`src/rtl/push_arbiter.sv`:
```
// Arbitrates five pulsed push requests into a single queue write port.
// Define PUSH_ARB_RR_EN for round-robin selection; fixed priority (bit0 first) otherwise.
module push_arbiter (
    input  logic       clk,
    input  logic       rst_n,
    input  logic [4:0] req,
    input  logic       full,
    input  logic       ovf_clr,
    output logic       wr_en,
    output logic [5:0] wr_data,
    output logic [4:0] grant,
    output logic [4:0] pending,
    output logic [4:0] ovf
);

    typedef enum logic [1:0] {IDLE, ARB, PUSH} state_t;

    state_t     state, state_nxt;
    logic [4:0] grant_nxt;
    logic [4:0] pick;
    logic [4:0] clearing;
    logic [4:0] pending_nxt;
    logic [4:0] ovf_nxt;
    logic       push_done;
    logic       found;

    assign push_done   = (state == PUSH) && !full;
    assign clearing    = push_done ? grant : '0;
    // A same-edge request wins over the completing push's clear.
    assign pending_nxt = (pending & ~clearing) | req;
    assign ovf_nxt     = (ovf & ~{5{ovf_clr}}) | (req & pending & ~clearing);
    assign wr_en       = push_done;

`ifdef PUSH_ARB_RR_EN
    logic [2:0] last;
    logic [2:0] last_nxt;

    always_comb begin
        pick  = '0;
        found = 1'b0;
        for (int unsigned off = 0; off < 5; off++) begin
            int unsigned idx;
            idx = (32'(last) + 32'd1 + off) % 32'd5;
            if (!found && pending[idx[2:0]]) begin
                pick[idx[2:0]] = 1'b1;
                found          = 1'b1;
            end
        end
    end

    always_comb begin
        last_nxt = last;
        if (push_done) begin
            for (int unsigned i = 0; i < 5; i++) begin
                if (grant[i[2:0]]) last_nxt = i[2:0];
            end
        end
    end

    always_ff @(posedge clk or negedge rst_n) begin
        if (!rst_n) last <= 3'd4;
        else        last <= last_nxt;
    end
`else
    always_comb begin
        pick  = '0;
        found = 1'b0;
        for (int unsigned i = 0; i < 5; i++) begin
            if (!found && pending[i[2:0]]) begin
                pick[i[2:0]] = 1'b1;
                found        = 1'b1;
            end
        end
    end
`endif

    always_comb begin
        state_nxt = state;
        grant_nxt = grant;
        case (state)
            IDLE: if (|pending) state_nxt = ARB;
            ARB: begin
                grant_nxt = pick;
                state_nxt = (|pick) ? PUSH : IDLE;
            end
            PUSH: begin
                if (!full) begin
                    grant_nxt = '0;
                    state_nxt = (|pending_nxt) ? ARB : IDLE;
                end
            end
            default: begin
                state_nxt = IDLE;
                grant_nxt = '0;
            end
        endcase
    end

    always_comb begin
        case (grant)
            5'b00001: wr_data = 6'd11;
            5'b00010: wr_data = 6'd22;
            5'b00100: wr_data = 6'd33;
            5'b01000: wr_data = 6'd44;
            5'b10000: wr_data = 6'd55;
            default:  wr_data = '0;
        endcase
    end

    always_ff @(posedge clk or negedge rst_n) begin
        if (!rst_n) begin
            state   <= IDLE;
            grant   <= '0;
            pending <= '0;
            ovf     <= '0;
        end else begin
            state   <= state_nxt;
            grant   <= grant_nxt;
            pending <= pending_nxt;
            ovf     <= ovf_nxt;
        end
    end

endmodule

```
`config.mk`:
```
export PLATFORM = sky130hd
export DESIGN_NAME = push_arbiter
export DESIGN_NICKNAME = d
export VERILOG_FILES = /design/src/rtl/push_arbiter.sv
export SDC_FILE = /design/constraint.sdc
export NUM_CORES = 1
export LEC_CHECK = 0
export ABC_CLOCK_PERIOD_IN_PS = 1600
export BUFFER_PORTS_ARGS = -buffer_cell sky130_fd_sc_hd__buf_2
export CAP_MARGIN = 30
export CORE_MARGIN = 3
export CORE_UTILIZATION = 43
export CTS_CLUSTER_SIZE = 10
export DETAILED_ROUTE_END_ITERATION = 10
export GPL_ROUTABILITY_DRIVEN = 0
export PLACE_DENSITY = 0.72
export SKIP_CTS_REPAIR_TIMING = 1
export SYNTH_ARGS = -nofsm -noshare
export SYNTH_HDL_FRONTEND = slang
export SYNTH_SLANG_ARGS = --single-unit
```
`constraint.sdc`:
```
create_clock -name clk -period 1.6 [get_ports clk]
set_clock_uncertainty 0.15 [all_clocks]
set_input_delay 0.32 -clock clk [delete_from_list [all_inputs] [get_ports clk]]
set_output_delay 0.32 -clock clk [all_outputs]
set_load 0.01 [all_outputs]
```
After elaboration in Yosys (flattened, before gate mapping)
Index checks and enable logic that the tools add are counted.

Reduce and logical (&&, ||, !) cells: 16. $lt $le $gt $ge: 0. Add/sub/neg operators: 0. Bitwise logic cells: 9. Divide/modulo/power cells: 0. Shift operators: 0. Equality and inequality tests: 9. Multipliers: 0. Mux-type cells: 17.

Operators by type and width (number): one-hot mux 6 bit (5 select lines) (1); AND 5 bit (4); one-hot mux 5 bit (3 select lines) (1); OR reduction 5 bit (3); 2-to-1 mux 5 bit (2); inverter 5 bit (2); OR 5 bit (2); 2-to-1 mux 1 bit (9); 2-to-1 mux 2 bit (3); one-hot mux 2 bit (3 select lines) (1); equality test 5 x 1 -> 1 bit, second input constant (1); equality test 5 x 2 -> 1 bit, second input constant (1); equality test 5 x 3 -> 1 bit, second input constant (1); equality test 5 x 4 -> 1 bit, second input constant (1); equality test 5 bit, second input constant (1); logical AND 1 bit (5); zero test 1 bit (5); != test 2 bit, second input constant (2); AND reduction 2 bit (2); equality test 2 x 1 -> 1 bit, second input constant (1); equality test 2 bit, second input constant (1); zero test 2 bit (1); inverter 1 bit (1).

Output and inout bits: 22. Memories: 0. Flip-flop bits (word level): 17. ROM bits: 0. Word-level logic and storage cells: 55. Latch bits: 0. Memory bits (writable): 0.

Longest topological paths before layout
Depth in word-level cells: 16. Gate-level depth with buffers: 5. Gate-level depth less buffers: 4.

Worst setup path after synthesis
Ideal clock, no wire load.

Kind: register to output. From: register grant[1]. To: output wr_data[2]. Arrival: 1192 ps. Path slack: -62 ps. Cell stages (with the launch flop): 5. Cell sequence: dfrtp_1 > clkbuf_1 > xor2_1 > o21ai_0 > nor3_1.

Longest elaborated chain between the ends: 2. Elaborated cells on any way between the ends: 6. Classes of those cells: eq/ne (5); mux (1).

RTL lines: from (decl) (line 11) `output logic [4:0] grant,`; from (signal assigned) (line 118) `grant <= grant_nxt;`; equality test 5 bit, or another cell as far along (line 100) `case (grant)`; one-hot mux 6 bit (5 select lines) (*) (line 100); to (decl) (line 10) `output logic [5:0] wr_data,`.

Every way passes the cells marked *; elsewhere a longest branch is shown, timed or not.

Final worst setup path
From: register grant[0]. To: output wr_data[1].

Same word-level chain as after synthesis.

==> results.json <==
{
  "ios": 31,
  "combinationalPowerShare_pct": 43.2,
  "core_area_um2": 1821,
  "clock_latency_ns": 0.29,
  "internal_power_mw": 0.8998,
  "port_buffers": 30,
  "switching_share_pct": 36.08,
  "place_area_um2": 1085,
  "timing.fmax_ghz": 0.5330,
  "grt_overflow": 0,
  "synth_top_family_by_area": "compound AO/OA/AOI/OAI gates",
  "syn_inst": 94,
  "synth_common_cells": "dfrtp_1 (17), o21ai_0 (15), inv_1 (8), nand2_1 (8), nor3_1 (6)",
  "reg2reg_depth": 5,
  "seqPwrFrac_pct": 40.9,
  "final_nets": 154,
  "post-route-util_pct": 70.58,
  "ys_seq_area_share_pct": 49.13,
  "htree_levels": 1,
  "die_area_um2": 2588,
  "synthSimpleGateAreaFrac_pct": 17.20,
  "antenna_found_initial": 0,
  "synth-xor-area-share_pct": 6.069,
  "async_flop_share_pct": 100.0,
  "arrival_ns": 1.41,
  "final_layout_size_suffix_gt1_share_pct": 49.31,
  "grt_pass1_wl_um": 3401,
  "r2r-end": "state[0]",
  "post-route-period-util_pct": 117.3,
  "violations": "negative setup slack",
  "ys.warnings.count": 0,
  "num_rows": 15,
  "synth_area_leader_cell": "dfrtp_1",
  "p_leak_nw": 0.6171,
  "setup-tns-final_ns": -1.620,
  "drv_slew": 0,
  "vias": 877,
  "min_path_type": "primary input to flip-flop",
  "vias_per_cell": 5.189,
  "crit_fanout": 7,
  "end_kind": "output port",
  "status": "complete, but fails checks",
  "synth_area_leaders": "dfrtp_1 (49%), o21ai_0 (8.7%), xor2_1 (4.0%), nor3_1 (3.5%), inv_1 (3.5%)",
  "tritoncts": "yes",
  "syn_to_final_growth_pct": 48.41,
  "syn_area_um2": 865.8,
  "syn_area_per_cell_um2": 9.211,
  "synth_mux_area_share_pct": 0,
  "cap_violations": 0,
  "wl_um": 2320,
  "rsz0062_at_grt": "true",
  "drc": 0,
  "p_per_area_nw_per_um2": 1095,
  "ys.flop_type": "dfrtp_1",
  "grt_start_max_net_pins": 18,
  "antenna_violating_nets_post_route": 0,
  "p_total_mw": 1.408,
  "netSwitchingPower_mw": 0.5079,
  "cts_buffers": 3,
  "synth_fp_nets": 103,
  "final_design_area_no_fill_um2": 1285,
  "start_util_pct": 47.56,
  "root_buffer": "clkbuf_4",
  "crit_end": "wr_data[1]",
  "dp_hpwl_um": 1498,
  "synth_most_common_cell": "dfrtp_1",
  "cp.required_ns": 1.13,
  "maxSlewHeadroom_pct": 75.43,
  "cts.path.max_buffers": 2,
  "netlist.area_leader.share_pct": 49.13,
  "wl_per_cell_um": 13.73,
  "worstSetupStartpoint": "grant[0]",
  "num_antenna_cells": 0,
  "cp-start-kind": "flip-flop",
  "chipWidth_um": 50.87,
  "synth_compound_area_share_pct": 21.24,
  "setup_viol": 8,
  "period_needed_ns": 1.876,
  "firstDrtPassIters": 4,
  "grt_pass1_vias": 786,
  "holdWs_ns": 0.09702,
  "reg2reg_slack_ns": -0.10,
  "clock_sinks": 17,
  "worstReg2RegStart": "state[0]",
  "clk_pin_slew_ns": 0.09,
  "critical_path_class": "flip-flop to output port",
  "clkPwrFrac_pct": 15.9,
  "setup_slack_ns": -0.2761,
  "worstMarginPinSlew_ns": 0.3685,
  "grt_util_all_layers_pct": 16.90,
  "ys_ff_latch": 17,
  "finalHoldViolations": 0,
  "vdd_drop_max_uv": 775.4,
  "synthAdderAreaFrac_pct": 0,
  "synth-edff-count": 0,
  "yosysUniqueCellTypes": 25,
  "die_height_um": 50.87,
  "drt_iter0_drc": 9
}
## power by group through the flow
| stage | sequential (mW) | clock (mW) | combinational, mW |
|---|---|---|---|
| 2_1_floorplan | 0.556 | 0 | 0.282 |
| 3_3_place_gp | 0.588 | 0 | 0.414 |
| 3_5_place_dp | 0.594 | 0 | 0.424 |
| 4_1_cts | 0.587 | 0.230 | 0.425 |
| 5_1_grt | 0.583 | 0.250 | 0.661 |
| 6_report | 0.576 | 0.224 | 0.608 |
## sequential cells by signal, indices dropped and copies added (netlist names)
name,flops
state,2
grant,5
ovf,5
pending,5
## metrics by stage
stage	std cells	setup slack, ns
6_report	169	-0.2761
5_1_grt	169	-0.3268
4_1_cts	154	-0.3273
2_1_floorplan	94	-0.01664
3_3_place_gp	150	0.009244
3_5_place_dp	150	-0.06980
## metal layers
metal / up-vias / part of all wire (%) / routed length (um) / GRT usage, %
met1: 420 / 44 / 1021 / 20.38
met2: 25 / 52 / 1197 / 31.74
met4: 0 / 0.91 / 21 / 4.036
met3: 4 / 3.4 / 79 / 2.041
li1: 428 / - / - / -
met5: - / 0 / 0 / 0
## critical path, cell delays in order (launching register included)
cell     delay, ns
dfrtp_2       0.48
buf_6         0.14
xor2_1        0.15
o21ai_1       0.08
nor3_1        0.12
buf_2         0.15
## layout make-up
class | count | area, um2
fillers | 154 | 535.5
flip-flops and latches | 17 | 432.9
multi-input cells | 63 | 427.9
repair buffers | 52 | 336.6
well taps | 25 | 31.28
inverters | 8 | 30.03
clock buffers | 4 | 26.28
## placed cells by master (no fill, tap or decap), types with 2 or more instances in the layout
| master | n |
|---|---|
| buf_2 | 28 |
| buf_4 | 16 |
| dfrtp_1 | 11 |
| o21ai_0 | 10 |
| inv_1 | 8 |
| nand2_1 | 6 |
| dfrtp_2 | 6 |
| nor3_1 | 5 |
| o21ai_1 | 5 |
| buf_6 | 5 |
| xor2_1 | 4 |
| nand3_1 | 3 |
| nor2_1 | 3 |
| a22o_1 | 3 |
| clkbuf_4 | 3 |
| xnor2_1 | 2 |
| nor4_1 | 2 |
| a21oi_1 | 2 |
| nand2_2 | 2 |
| or2_2 | 2 |
| clkbuf_2 | 2 |
## worst min path at each step
stage	start	end	slack, ns	cells after the start
floorplan	rst_n	grant[0]	-0.13	0
global placement	rst_n	state[1]	0.11	1
detailed placement	rst_n	state[1]	0.11	1
CTS	rst_n	state[1]	-0.20	1
global route	req[1]	pending[1]	0.1	3
finish	req[1]	pending[1]	0.1	3
## kinds of logic after synthesis
group                  after synthesis
AO/OA/AOI/OAI                       29
AND/OR/NAND/NOR                     28
flip-flops                          17
buffers and inverters               14
XOR/XNOR                             6
Note: power is estimated with default switching activity, not from simulation.
